<file path="config.mk">
export PLATFORM = sky130hd
export DESIGN_NAME = logic_unit_pipe
export DESIGN_NICKNAME = d
export VERILOG_FILES = /design/src/rtl/alu_logic_pkg.sv /design/src/rtl/logic_pipe_stage.sv /design/src/rtl/logic_unit_pipe.sv
export SDC_FILE = /design/constraint.sdc
export NUM_CORES = 1
export LEC_CHECK = 0
export BUFFER_PORTS_ARGS = -buffer_cell sky130_fd_sc_hd__buf_2
export CAP_MARGIN = 10
export CORE_ASPECT_RATIO = 1.1
export CORE_MARGIN = 2
export CORE_UTILIZATION = 28
export DETAILED_ROUTE_END_ITERATION = 7
export HOLD_SLACK_MARGIN = 0.03
export SLEW_MARGIN = 15
export SYNTH_ARGS = -nofsm -noshare
export SYNTH_HDL_FRONTEND = slang
export SYNTH_HIERARCHICAL = 1
export SYNTH_SLANG_ARGS = --single-unit
</file>
<file path="constraint.sdc">
create_clock -name clk -period 2.13 [get_ports clk]
set_input_delay 0.426 -clock clk [delete_from_list [all_inputs] [get_ports clk]]
set_output_delay 0.426 -clock clk [all_outputs]
set_load 0.01 [all_outputs]
</file>
<file path="src/rtl/alu_logic_pkg.sv">
// Shared definitions for the bitwise logic unit: op select width and encodings.
package alu_logic_pkg;

  localparam int unsigned OP_W = 3;

  localparam logic [OP_W-1:0] OP_AND   = 3'd0;
  localparam logic [OP_W-1:0] OP_OR    = 3'd1;
  localparam logic [OP_W-1:0] OP_XOR   = 3'd2;
  localparam logic [OP_W-1:0] OP_XNOR  = 3'd3;
  localparam logic [OP_W-1:0] OP_NAND  = 3'd4;
  localparam logic [OP_W-1:0] OP_NOR   = 3'd5;
  localparam logic [OP_W-1:0] OP_ANDN  = 3'd6;  // x & ~y
  localparam logic [OP_W-1:0] OP_PASSX = 3'd7;

endpackage

</file>
<file path="src/rtl/logic_pipe_stage.sv">
// One valid/data register slice of an elastic pipeline. The slice advances when it is empty or
// when the slice downstream of it advances, so bubbles collapse during a stall.
module logic_pipe_stage #(
  parameter int unsigned W = 1
) (
  input  logic         clk,
  input  logic         rst,
  input  logic         in_valid,
  input  logic [W-1:0] in_data,
  input  logic         next_adv,
  output logic         valid,
  output logic [W-1:0] data,
  output logic         adv
);

  logic         valid_q;
  logic [W-1:0] data_q;

  // Advance when empty or when the downstream slice takes our contents
  always_comb begin
    adv   = !valid_q || next_adv;
    valid = valid_q;
    data  = data_q;
  end

  // Capture upstream contents on advance; data only moves with a real transaction
  always_ff @(posedge clk or posedge rst) begin
    if (rst) begin
      valid_q <= 1'b0;
      data_q  <= '0;
    end else if (adv) begin
      valid_q <= in_valid;
      if (in_valid) begin
        data_q <= in_data;
      end
    end
  end

endmodule

</file>
<file path="src/rtl/logic_unit_pipe.sv">
// Pipelined bitwise logic unit with valid/ready on both sides. The result and its zero/parity
// flags are formed at the input and carried through PIPE elastic register slices.
module logic_unit_pipe
  import alu_logic_pkg::*;
#(
  parameter int unsigned WIDTH = 32,
  parameter int unsigned PIPE  = 2
) (
  input  logic                      clk,
  input  logic                      rst,
  input  logic                      in_valid,
  output logic                      in_ready,
  input  logic [OP_W-1:0]           op,
  input  logic [WIDTH-1:0]          x,
  input  logic [WIDTH-1:0]          y,
  output logic                      out_valid,
  input  logic                      out_ready,
  output logic [WIDTH-1:0]          out,
  output logic                      zero,
  output logic                      parity,
  output logic [$clog2(PIPE+1)-1:0] occupancy
);

  localparam int unsigned PW    = WIDTH + 2;
  localparam int unsigned OCC_W = $clog2(PIPE + 1);

  logic [WIDTH-1:0] res;
  logic             res_zero;
  logic             res_parity;

  logic             stage_valid [PIPE];
  logic             stage_adv   [PIPE];
  logic [PW-1:0]    stage_data  [PIPE];

  // Decode the operation on the incoming operands
  always_comb begin
    res = x;
    case (op)
      OP_AND:   res = x & y;
      OP_OR:    res = x | y;
      OP_XOR:   res = x ^ y;
      OP_XNOR:  res = ~(x ^ y);
      OP_NAND:  res = ~(x & y);
      OP_NOR:   res = ~(x | y);
      OP_ANDN:  res = x & ~y;
      OP_PASSX: res = x;
      default:  res = x;
    endcase
  end

  // Flags are formed once here and ride along with the result
  always_comb begin
    res_zero   = ~|res;
    res_parity = ^res;
  end

  for (genvar k = 0; k < PIPE; k++) begin : g_stage
    logic          s_in_valid;
    logic [PW-1:0] s_in_data;
    logic          s_next_adv;

    if (k == 0) begin : g_head
      assign s_in_valid = in_valid;
      assign s_in_data  = {res, res_zero, res_parity};
    end else begin : g_body
      assign s_in_valid = stage_valid[k-1];
      assign s_in_data  = stage_data[k-1];
    end

    if (k == PIPE - 1) begin : g_tail
      assign s_next_adv = out_ready;
    end else begin : g_mid
      assign s_next_adv = stage_adv[k+1];
    end

    logic_pipe_stage #(
      .W(PW)
    ) u_stage (
      .clk      (clk),
      .rst      (rst),
      .in_valid (s_in_valid),
      .in_data  (s_in_data),
      .next_adv (s_next_adv),
      .valid    (stage_valid[k]),
      .data     (stage_data[k]),
      .adv      (stage_adv[k])
    );
  end

  // Handshake outputs and the result taken from the last slice
  always_comb begin
    in_ready               = !stage_valid[0] || stage_adv[0];
    out_valid              = stage_valid[PIPE-1];
    {out, zero, parity}    = stage_data[PIPE-1];
  end

  // Occupancy is simply the number of occupied slices
  always_comb begin
    occupancy = '0;
    for (int unsigned i = 0; i < PIPE; i++) begin
      occupancy = occupancy + OCC_W'(stage_valid[i]);
    end
  end

endmodule

</file>
; After elaboration in Yosys (flattened, before gate mapping)
; Cells that the tools add are included.
[word_totals]
ramBits = 0
romBits = 0
latchBits = 0
wordCells = 32
memories = 0
inputBits = 71
register_bits = 70
[op_classes]
shifts = 0
n_lt_le_gt_ge = 0
bitwise = 8
multipliers = 0
n_reduce_logical = 11
muxes = 1
eq_ne = 7
addsub = 1
div = 0
[op_table]
columns = operator, n
row1 = one-hot mux 32 bit (8 select lines), 1
row2 = NOT 32 bit, 4
row3 = AND 32 bit, 2
row4 = bitwise OR 32 bit, 1
row5 = OR reduction 32 bit, 1
row6 = XOR reduction 32 bit, 1
row7 = bitwise XOR 32 bit, 1
row8 = "== test 3 bit, second input constant", 4
row9 = "== test 3 x 2 -> 1 bit, second input constant", 2
row10 = AND reduction 2 bit, 2
row11 = "== test 3 x 1 -> 1 bit, second input constant", 1
row12 = logical NOT 1 bit, 3
row13 = logical NOT 3 bit, 1
row14 = logical OR 1 bit, 3
row15 = adder 1 x 1 -> 2 bit, 1

; Depth between registers and ports, before layout
; Gate-level depths: netlist (run 1).
[logic_depth]
depth_word = 5
mapped_depth = 13

; By module
; The synthesis (run 1) kept the hierarchy.
[by_module_without_submodules]
columns = module, instances, seq_area_each_um2, area_per_inst_um2, cells_per_inst
row1 = logic_unit_pipe, 1, 0.0, 4302.9, 560
row2 = logic_pipe_stage, 2, 875.8, 1467.7, 76

; Least setup slack after synthesis (run 1)
; No wires, ideal clock.
[synth_timing]
path_kind = input to register
from = in y[23]
to = reg g_stage[0].u_stage.data_q[0]
path_slack_ns = -0.444
stages = 12
path_buffers = 0
t_arrival_ns = 2.449
path_cell_list = inv_1 > ha_1 > and4bb_4 > nor3_2 > nand4_1 > a22oi_1 > ha_1 > xnor2_1 > xnor2_1 > xnor2_1 > xnor2_1 > mux2_4
[synth_between]
elab_chain_cells = 4
word_cells_on_any_way = 10
classes_between = 1 x mux / 8 x bitwise / 1 x reduce/logical
[synth_lines]
columns = item, line_no
row1 = "start, declared", logic_unit_pipe.sv:15  ; input logic [WIDTH-1:0] y,
row2 = NOT 32 bit (tied with other cells), logic_unit_pipe.sv:45  ; OP_ANDN: res = x & ~y;
row3 = AND 32 bit (tied with other cells), logic_unit_pipe.sv:45
row4 = one-hot mux 32 bit (8 select lines) *, logic_unit_pipe.sv:38  ; case (op)
row5 = XOR reduction 32 bit *, logic_unit_pipe.sv:54  ; res_parity = ^res;
row6 = named net res_parity, logic_unit_pipe.sv:29  ; logic res_parity;
row7 = "end signal, assigned", logic_pipe_stage.sv:34  ; data_q <= in_data;
row8 = "end, declared", logic_pipe_stage.sv:17  ; logic [W-1:0] data_q;
; Mark *: on every way through the listed nets, which the timed path passes. The rest lies on a longest branch.
; A chain may end at the register's enable or synchronous reset.

; Worst setup path after layout (run 1)
[layout_timing]
from = in op[0]
to = reg g_stage[0].u_stage.data_q[0]
[layout_between]
elab_chain_cells = 3
word_cells_on_any_way = 10
classes_between = 7 x eq/ne / 1 x mux / 2 x reduce/logical
[layout_lines]
columns = item, line_no
row1 = "start, declared", logic_unit_pipe.sv:13  ; input logic [OP_W-1:0] op,
row2 = == test 3 bit (tied with other cells), logic_unit_pipe.sv:38
row3 = one-hot mux 32 bit (8 select lines) *, logic_unit_pipe.sv:38
row4 = XOR reduction 32 bit *, logic_unit_pipe.sv:54
row5 = named net res_parity, logic_unit_pipe.sv:29
; Marks and branches as above.

==> results of run 1 <==
[cell usage in the layout (no fill, tap or decap), types with 5 or more instances in the layout]
cell	Yosys	routed
a211oi_1	28	5
xnor2_2	0	7
o221a_2	8	7
clkbuf_16	0	9
xnor2_1	34	27
ha_4	0	7
a21oi_2	1	18
buf_2	12	103
dfrtp_1	70	70
buf_4	5	105
mux2_4	60	60
mux2_2	10	10
a211oi_2	1	24
nor3_1	12	11
nand2_1	24	24
nor2_1	22	22
nand4_1	5	5
o221ai_1	8	8
inv_1	74	72
ha_1	113	105
o21ai_2	7	8
buf_12	9	15
mux2i_1	28	28
a21o_1	20	20
a21oi_1	55	38
o21bai_1	20	19
or2_0	20	20
xor2_1	9	9
[worst paths after layout]
path	startpoint	endpoint	slack [ns]	cells past startpoint
hold reg to reg	g_stage[0].u_stage/data[11]	g_stage[1].u_stage/data[11]	0.49	1
setup / recovery	op[0]	g_stage[0].u_stage/data[0]	-0.31	12
hold / removal	in_valid	g_stage[0].u_stage/valid	0.33	2
max in group asynchronous	rst	g_stage[1].u_stage/data[5]	1.01	4
min in group asynchronous	rst	g_stage[1].u_stage/valid	0.50	3
setup reg to reg	g_stage[1].u_stage/valid	g_stage[0].u_stage/data[9]	0.67	5
[power by group through the flow]
stage,Clock [mW],Sequential [mW],Combinational [mW]
2_1_floorplan,0,1.98,1.76
3_3_place_gp,0,1.94,2.58
3_5_place_dp,0,1.94,2.64
4_1_cts,1.54,1.92,2.71
5_1_grt,1.59,1.97,2.98
6_report,1.49,1.91,2.74
[cells by family after synthesis]
logic type               Yosys count
adder cells (fa/ha/maj)          113
XOR/XNOR                          43
buffers and inverters            120
multiplexers                      99
AND/OR/NAND/NOR                  106
AO/OA/AOI/OAI                    161
flip-flops                        70
[Yosys cell counts (10+ instances only)]
master and n:
a21oi_1 55, or2_0 20, a211oi_1 28, nand2_1 24, mux2i_1 28, nor3_1 12, ha_1 113, a21o_1 20
buf_2 12, o21bai_1 20, clkbuf_1 10, nor2_1 22, xnor2_1 34, dfrtp_1 70, mux2_4 60, inv_1 74
mux2_2 10
[registers in the layout, summed over array words and instances, names as in the netlist]
signal	flops
g_stage.u_stage/data	68
g_stage.u_stage/valid	2
[area by class of cell]
cell class	instances	area share, %
Clock inverter	6	0.633
Antenna cell	2	0.0517
Inverter	75	2.96
Timing Repair Buffer	229	17.8
Multi-Input combinational cell	522	53.5
Tap cell	346	4.47
Clock buffer	10	2.47
Sequential cell	70	18.1
[routing by layer]
metal	vias to the layer above	GRT usage, %	share of wire [%]	wire, µm
li1	2871	-	-	-
met1	2557	18.0	49	8660
met2	89	21.3	45	7910
met3	15	3.08	5.6	986
met4	4	2.12	0.71	126
met5	-	0	0.13	23
[metrics by stage]
stage	power, mW	hold WS, ns	cells
CTS	6.16	0.318	1258
floorplan	3.74	0.475	712
global route	6.55	0.334	1258
global placement	4.53	0.292	1239
finish	6.14	0.328	1260
detailed placement	4.59	0.283	1239
[timing repair]
item,in CTS,in global routing
gates resized for setup,13,21
pin swaps,10,13
cloned,2,0
endpoints found under the setup margin,2,2
buffers inserted,0,0
hold endpoints to repair,1,0
hold buffers,1,0
==> results.py, run 1 <==
metrics = {
    "synth": {
        "yosysSeqAreaShare_pct": 24.2,
        "synthCells": 712,
        "synth_compound_gate_area_share_pct": 15.5,
        "syn_nets": 896,
        "synth_top_family_by_area": "adder cells",
        "yosys.area.top_type": "dfrtp_1",
        "syn_avg_cell_area_um2": 10.2,
        "yosys_warnings": 6,
        "synth_cell_type_count": 53,
        "ys_top_cells_by_area": "dfrtp_1, ha_1, mux2_4",
        "ys_ff_latch": 70,
        "syn_area_um2": 7240,
        "synth_ff_type": "dfrtp_1",
        "synth-xor-area-share_pct": 5.20,
        "synthMuxAreaShare_pct": 18.0,
        "synth_simple_gate_area_share_pct": 8.07,
        "synth_top_area_share_pct": 24.2,
        "synthArstFlopShare_pct": 100,
        "synth-edff-count": 0,
        "synthAdderAreaFrac_pct": 19.5,
    },
    "floorplan": {
        "core_um2": 25300,
        "start_util_pct": 28.6,
        "die_w_um": 157,
        "io_pins": 109,
        "dieArea_um2": 27200,
        "row_count": 61,
        "die-height_um": 173,
    },
    "power_and_ir_drop": {
        "swShare_pct": 32.0,
        "p_comb_share_pct": 44.7,
        "power.switching_mw": 1.96,
        "p_leak_nw": 4.91,
        "vdd_ir_drop_max_uv": 441,
        "powerDensity_nw_per_um2": 635,
        "pwr-share-seq_pct": 31.1,
        "intPower_mw": 4.18,
        "clock_power_share_pct": 24.2,
    },
    "timing": {
        "fin_skew_ns": 0.00790,
        "hold_viol_final": 0,
        "rsz0062_at_grt": "true",
        "slew_headroom_pct": 68.0,
        "final.setup.tns_ns": -0.308,
        "post-route-period-util_pct": 114,
        "setup_viol": 1,
        "max_freq_mhz": 410,
        "tightest_slew_ns": 0.480,
        "fin_ws_ns": -0.308,
        "slew_violations": 0,
        "fin_crit_ns": 2.44,
    },
    "cells_and_area": {
        "finalInstanceArea_um2": 9680,
        "multi_input_area_um2": 5180,
        "seq_area_um2": 1750,
        "finalCoreUtilization_pct": 38.2,
        "num-nets-final": 1091,
        "drive_above_1_share_pct": 44.2,
        "area_growth_pct": 33.7,
        "nFillCells": 2557,
    },
    "critical_path": {
        "endpoint_kind": "flip-flop",
        "critPathMaxFanout": 18,
        "cpLargestDelayFamily": "XOR/XNOR gates",
        "critPathLaunchType": "input pin",
        "critPathMaxStageDelay_ns": 0.31,
        "critical_path_class": "input pin to flip-flop",
        "critPathSlowestCell": "ha_1",
        "crit_buf_inv": 2,
        "cp.arrival_ns": 2.65,
        "crit_required_ns": 2.35,
        "critical_path.most_common_cell": "xnor2_1",
        "path_cells": "buf_12, buf_4, or2_0, a21oi_1, o21bai_1, a21oi_1, ha_1, xnor2_1, xnor2_1, xnor2_1, xnor2_1, mux2_4",
    },
    "cts": {
        "worstSkewPairLatency_ns": 0.33,
        "htreeDepth": 3,
        "cts_buffer_depth": 2,
        "clkTransAtPathRegs_ns": 0.06,
        "cts_tree": "built",
        "cts-root-buf": "clkbuf_16",
        "numCtsBuffers": 9,
        "tritoncts_num_sinks": 70,
    },
    "routing": {
        "totalWireLength_um": 17700,
        "wl_per_cell_um": 14.0,
        "drt_iter0_drc": 203,
        "drc": 0,
        "num_vias": 5536,
        "drtPass1Iterations": 4,
        "postRouteAntennaNets": 0,
        "vias_per_cell": 4.39,
    },
    "global_routing": {
        "grt_max_degree": 42,
        "grt_pass1_vias": 5489,
        "antenna_found_initial": 4,
        "grt_pass1_wl_um": 28500,
        "grt_overflow": 0,
        "grt.total_usage_pct": 13.1,
    },
    "outcome": {
        "violations": "negative setup slack",
        "status": "finished, violations left",
    },
    "place": {
        "dp_slack_ns": -0.760,
        "place_congestion": 0.793,
        "placed_cell_area_um2": 9120,
        "io_buffers": 108,
        "dpl.hpwl_um": 14200,
    },
    "run": {
        "cap_violations": 0,
    },
    "min_path": {
        "hold_class": "input pin to flip-flop",
    },
}
Note: power is estimated with default switching activity, not from simulation.
==> run 2: changes to the inputs <==
ABC_AREA = 1   (was unset)
==> run 2 against run 1 <==
Against the previous run:
- the flow still finishes with violations (negative setup slack)
- register-to-register slack lost 0.02 ns
- count of clock-buffer cells in the layout grew 3
- worst setup slack gained 0.18 ns
- largest cell class unchanged
==> results.py, run 2 <==
metrics = {
    "timing": {
        "slew_violations": 0,
        "fin_ws_ns": -0.131,
        "max_freq_mhz": 442,
        "tightest_slew_ns": 0.446,
        "fin_crit_ns": 2.26,
        "hold_viol_final": 0,
        "rsz0062_at_grt": "true",
        "whs_ns": 0.189,
        "slew_headroom_pct": 70.2,
        "post-route-period-util_pct": 106,
        "fin_skew_ns": 0.00306,
        "setup_viol": 4,
    },
    "global_routing": {
        "antenna_found_initial": 0,
        "grt_overflow": 0,
        "grt_max_degree": 37,
        "grt_pass1_vias": 7353,
        "grt.total_usage_pct": 16.7,
        "grt_pass1_wl_um": 36700,
    },
    "synth": {
        "yosys_warnings": 6,
        "synthArstFlopShare_pct": 100,
        "ys_ff_latch": 70,
        "yosys.area.top_type": "dfrtp_1",
        "ys_top_cells_by_area": "dfrtp_1, ha_1, nand2_1",
        "syn_nets": 1303,
        "synth_commonest_cells": "nand2_1, nor2_1, inv_1",
        "synth_cell_type_count": 25,
        "post-synth-top-count-cell": "nand2_1",
        "synth_ff_type": "dfrtp_1",
        "yosysSeqAreaShare_pct": 24.0,
        "synthCells": 1119,
        "syn_avg_cell_area_um2": 6.51,
        "synth_top_area_share_pct": 24.0,
        "synth-edff-count": 0,
        "syn_area_um2": 7290,
    },
    "outcome": {
        "violations": "negative setup slack",
        "status": "finished, violations left",
    },
    "critical_path": {
        "critPathMaxFanout": 9,
        "critical_path_class": "input pin to flip-flop",
        "cp.arrival_ns": 2.52,
        "critPathLaunchType": "input pin",
        "crit_required_ns": 2.39,
        "endpoint_kind": "flip-flop",
    },
    "routing": {
        "drt_iter0_drc": 569,
        "wl_per_cell_um": 14.2,
        "drc": 0,
        "wl_met2_um": 11500,
        "wl_met1_um": 11200,
        "vias_per_cell": 4.61,
        "drtPass1Iterations": 7,
        "postRouteAntennaNets": 0,
        "top_layer": "met4",
        "num_vias": 7979,
        "totalWireLength_um": 24600,
        "met3_length_um": 1280,
    },
    "cells_and_area": {
        "mostFrequentLayoutCells": "nand2_1, buf_4, inv_1",
        "largest_register_ffs": 68,
        "drive_above_1_share_pct": 31.9,
        "finalInstanceArea_um2": 10800,
        "final_cells": 1732,
        "num-nets-final": 1566,
        "final_common_cell": "nand2_1",
        "area_growth_pct": 47.6,
    },
    "place": {
        "placed_cell_area_um2": 9390,
        "dpl.hpwl_um": 17400,
        "place_congestion": 0.871,
        "io_buffers": 108,
        "dp_cells": 1675,
    },
    "floorplan": {
        "start_util_pct": 28.7,
        "core_um2": 25400,
        "dieArea_um2": 27300,
        "die_w_um": 158,
        "row_count": 61,
        "io_pins": 109,
        "die-height_um": 173,
    },
    "cts": {
        "cts_buffer_depth": 2,
        "clkTransAtPathRegs_ns": 0.05,
        "cts-root-buf": "clkbuf_16",
        "cts_tree": "built",
        "worstSkewPairLatency_ns": 0.33,
        "ctsHoldBuffers": 0,
        "numCtsBuffers": 9,
        "htreeDepth": 3,
        "tritoncts_num_sinks": 70,
    },
    "power_and_ir_drop": {
        "vdd_ir_drop_max_uv": 465,
        "powerDensity_nw_per_um2": 580,
        "p_leak_nw": 5.95,
    },
    "run": {
        "cap_violations": 0,
    },
    "min_path": {
        "hold_class": "input pin to asynchronous set/reset pin",
    },
}
run 2: changes by cell type in the layout (fill, tap and decap cells not counted), sizes merged, moves of 39 or more:
| cell | previous run | this run |
|---|---|---|
| nand2 | 26 | 325 |
| nor2 | 22 | 145 |
| nand3 | 3 | 83 |
| inv | 74 | 148 |
| o21ai | 12 | 85 |
| mux2 | 71 | 0 |
| buf | 226 | 296 |
| a21oi | 56 | 17 |
run 2: final timing paths:
check / cells after the start / slack [ns] / endpoint / startpoint
worst max-delay path: 13 / -0.13 / g_stage[0].u_stage/data[1] / op[1]
max in group asynchronous: 3 / 1.61 / g_stage[1].u_stage/data[2] / rst
min in group clk: 2 / 0.46 / g_stage[1].u_stage/data[6] / g_stage[1].u_stage/data[6]
worst min register to register: 2 / 0.46 / g_stage[1].u_stage/data[6] / g_stage[1].u_stage/data[6]
worst min-delay path: 3 / 0.19 / g_stage[1].u_stage/data[24] / rst
worst max register to register: 5 / 0.65 / g_stage[1].u_stage/data[25] / g_stage[1].u_stage/valid
run 2: what timing repair did:
| item | in CTS | in global routing |
|---|---|---|
| setup endpoints to repair | 2 | 5 |
| buffers inserted | 21 | 16 |
| gates resized for setup | 51 | 108 |
| cloned | 3 | 8 |
| pin swaps | 23 | 78 |
run 2: kinds of logic (layout without fill, tap and decap cells):
group                    Yosys count  count (layout)  synth area share (%)
AO/OA/AOI/OAI                    128             128                  9.24
XOR/XNOR                           9               9                  1.08
adder cells (fa/ha/maj)          113             113                  19.4
buffers and inverters            199             465                  11.7
flip-flops                        70              70                  24.0
other                              0               1                     0
AND/OR/NAND/NOR                  600             600                  34.5
run 2: final cells by class:
cell class                 count  area, µm²
sequential                    70       1750
timing repair buffer         302       2400
multi-input combinational    850       5300
clock inverter                 1       5.00
inverter                     149        592
antenna                        1       2.50
clock buffer                  13        270
tap                          346        433
fill                        2567      14700
run 2: stage by stage:
step	utilization, %	TNS, ns	power, mW	worst slack (ns)
global route	42.3	-0.760	6.73	-0.276
CTS	39.9	-0.0950	6.00	-0.0794
floorplan	-	0	3.48	0.000705
detailed placement	36.9	-1.05	4.44	-0.543
global placement	36.9	-0.997	4.38	-0.515
finish	42.3	-0.373	6.24	-0.131
run 2: report_power, final:
part	leakage (nW)	internal (mW)	switching (mW)	total, mW
logic	4.92	1.36	1.69	3.05
registers	0.888	1.66	0.178	1.83
clock network	0.138	0.867	0.492	1.36
total	5.95	3.88	2.36	6.24
run 2: worst max-delay path: stages:
cell     delay (ns)
buf_12         0.13
nor2_4         0.17
nand2_4        0.11
buf_12         0.16
buf_4          0.12
or2_2          0.27
nand2_2        0.13
ha_4           0.14
nand4_1        0.17
nor4_2         0.37
buf_4          0.16
nand3_1        0.08
nand2_1        0.08
run 2: per-layer routing:
layer  global-route usage [%]  vias to the layer above
li1                         -                     4055
met4                     4.02                        0
met1                     22.7                     3641
met2                     28.4                      248
met5                        0                        -
met3                     1.68                       35
==> run 3: changes to the inputs <==
CAP_MARGIN = 30   (was 10)
SYNTH_HIERARCHICAL = unset   (was 1)
==> run 3 against run 2 <==
Against the previous run:
- the flow still finishes with violations (negative setup slack)
- via count decreased by 15%
- die area shrank 6.0%
- first-iteration DRC count is 45% lower
- clock skew grew 0.0037 ns
- non-clock buffer count is 36 lower
- global-route usage is 1.5 points lower
- synthesized area down 6.2%
- register-to-register slack better by 0.13 ns
- critical path type unchanged
==> results.py, run 3 <==
metrics = {
    "critical_path": {
        "cp.arrival_ns": 2.38,
        "cpLargestDelayFamily": "simple AND/OR/NAND/NOR gates",
        "endpoint_kind": "flip-flop",
        "critPathSlowestCell": "ha_4",
        "critPathMaxStageDelay_ns": 0.31,
        "path_cells": "buf_12, nor2_4, nand2_4, buf_8, o21ai_1, inv_1, nand4_1, nand2_2, ha_4, xor2_1, nand2_1, nand2_1, nand2_1, nand2_1, nand2_1, nand3_1, nand2_1",
        "crit_buf_inv": 3,
        "critPathMaxFanout": 8,
        "critical_path_class": "input pin to flip-flop",
        "critPathLaunchType": "input pin",
        "crit_required_ns": 2.35,
        "critical_path.most_common_cell": "nand2_1",
    },
    "cts": {
        "clkTransAtPathRegs_ns": 0.06,
        "cts-root-buf": "clkbuf_16",
        "ctsHoldBuffers": 0,
        "tritoncts_num_sinks": 70,
        "numCtsBuffers": 9,
        "worstSkewPairLatency_ns": 0.32,
        "htreeDepth": 3,
        "cts_buffer_depth": 2,
        "cts_tree": "built",
    },
    "synth": {
        "synth-edff-count": 0,
        "synth_cell_type_count": 33,
        "ys_ff_latch": 70,
        "synthArstFlopShare_pct": 100,
        "synth_top_area_share_pct": 25.6,
        "synthCells": 960,
        "post-synth-top-count-cell": "nand2_1",
        "ys_top_cells_by_area": "dfrtp_1, ha_1, nand2_1",
        "yosysSeqAreaShare_pct": 25.6,
        "synth_commonest_cells": "nand2_1, inv_1, ha_1",
        "syn_avg_cell_area_um2": 7.12,
        "syn_nets": 1144,
        "yosys.area.top_type": "dfrtp_1",
        "syn_area_um2": 6840,
        "yosys_warnings": 0,
        "synth_ff_type": "dfrtp_1",
    },
    "power_and_ir_drop": {
        "intPower_mw": 4.05,
        "swShare_pct": 35.5,
        "p_comb_share_pct": 44.8,
        "vdd_ir_drop_max_uv": 323,
        "clock_power_share_pct": 25.2,
        "power.switching_mw": 2.23,
        "pwr-share-seq_pct": 30.0,
        "p_leak_nw": 5.35,
        "powerDensity_nw_per_um2": 645,
    },
    "place": {
        "place_congestion": 0.844,
        "io_buffers": 108,
        "dpl.hpwl_um": 15600,
        "dp_cells": 1479,
    },
    "timing": {
        "post-route-period-util_pct": 101,
        "fin_skew_ns": 0.00671,
        "rsz0062_at_grt": "true",
        "fin_ws_ns": -0.0310,
        "whs_ns": 0.176,
        "slew_violations": 0,
        "hold_viol_final": 0,
        "setup_viol": 1,
        "final.setup.tns_ns": -0.0310,
        "max_freq_mhz": 463,
        "fin_crit_ns": 2.16,
        "tightest_slew_ns": 0.620,
        "slew_headroom_pct": 58.6,
    },
    "cells_and_area": {
        "final_cells": 1510,
        "mostFrequentLayoutCells": "nand2_1, inv_1, buf_4",
        "num-nets-final": 1383,
        "area_growth_pct": 42.5,
        "finalCoreUtilization_pct": 40.9,
        "drive_above_1_share_pct": 33.2,
        "largest_register_ffs": 68,
        "final_common_cell": "nand2_1",
        "nFillCells": 2448,
    },
    "outcome": {
        "status": "finished, violations left",
        "violations": "negative setup slack",
    },
    "floorplan": {
        "die_w_um": 153,
        "dieArea_um2": 25700,
        "die-height_um": 168,
        "core_um2": 23800,
        "io_pins": 109,
        "row_count": 59,
        "start_util_pct": 28.7,
    },
    "routing": {
        "vias_per_cell": 4.47,
        "drt_iter0_drc": 311,
        "drtPass1Iterations": 4,
        "postRouteAntennaNets": 0,
        "wl_per_cell_um": 13.4,
        "drc": 0,
        "totalWireLength_um": 20200,
        "num_vias": 6757,
    },
    "min_path": {
        "hold_class": "input pin to asynchronous set/reset pin",
    },
    "global_routing": {
        "grt.total_usage_pct": 15.2,
        "grt_pass1_vias": 6391,
        "antenna_found_initial": 1,
        "grt_max_degree": 42,
        "grt_pass1_wl_um": 32100,
        "grt_overflow": 0,
    },
    "run": {
        "cap_violations": 0,
    },
}
[run 3: cell families after synthesis]
kind of cell	Yosys count	share of synthesized area, %
flops	70	25.6
simple gates	402	25.2
fa+ha+maj	113	20.7
mux	31	5.05
buf+inv	209	12.6
xor+xnor	8	1.02
compound gates	127	9.83
[run 3: timing repair]
item,4_1_cts,5_1_grt
buffers inserted,0,9
resized for setup,33,75
endpoints found under the setup margin,1,1
pin swaps,8,44
cloned,3,2
[run 3: final timing paths]
check | startpoint | end | slack, ns | cells past startpoint
max in group asynchronous | rst | g_stage[0].u_stage.data[13] | 1.39 | 3
min in group clk | out_ready | g_stage[1].u_stage.valid | 0.38 | 4
worst max register to register | g_stage[0].u_stage.valid | g_stage[0].u_stage.data[20] | 0.78 | 6
worst max-delay path | op[1] | g_stage[0].u_stage.data[0] | -0.03 | 17
worst min register to register | g_stage[0].u_stage.data[30] | g_stage[0].u_stage.data[30] | 0.48 | 2
worst min-delay path | rst | g_stage[0].u_stage.data[10] | 0.18 | 2
[run 3: layout make-up]
| type | instances | area, µm² | share of cell area, % |
|---|---|---|---|
| multi-input combinational | 681 | 4610 | 47.3 |
| timing repair buffer | 266 | 2010 | 20.6 |
| sequential | 70 | 1750 | 18.0 |
| inverter | 171 | 663 | 6.81 |
| tap | 305 | 382 | 3.92 |
| clock buffer | 9 | 225 | 2.31 |
| clock inverter | 7 | 97.6 | 1.00 |
| antenna | 1 | 2.50 | 0.0257 |
[run 3: metal layers]
layer  vias up  wire (µm)  GRT usage, %  part of all wire, %
met5         -          0             0                    0
met4         0        299          4.15                  1.5
met3        22        873          2.08                  4.3
met2       133       9270          24.7                   46
met1      3103       9750          21.3                   48
li1       3499          -             -                    -
[run 3: power by group through the flow]
| stage | Sequential, mW | Combinational [mW] | Clock, mW |
|---|---|---|---|
| after floorplan | 1.99 | 1.46 | 0 |
| after global placement | 1.90 | 2.49 | 0 |
| after detailed placement | 1.91 | 2.53 | 0 |
| after CTS | 1.89 | 2.64 | 1.63 |
| after global routing | 1.94 | 3.15 | 1.69 |
| final | 1.88 | 2.82 | 1.58 |
[run 3: metrics by stage]
stage	total power, mW	worst slack, ns	area, µm²
final	6.28	-0.0310	9740
after global routing	6.78	-0.146	9740
after CTS	6.16	0.000703	9360
after detailed placement	4.45	-0.468	8830
after global placement	4.40	-0.449	8830
after floorplan	3.44	-0.188	6940
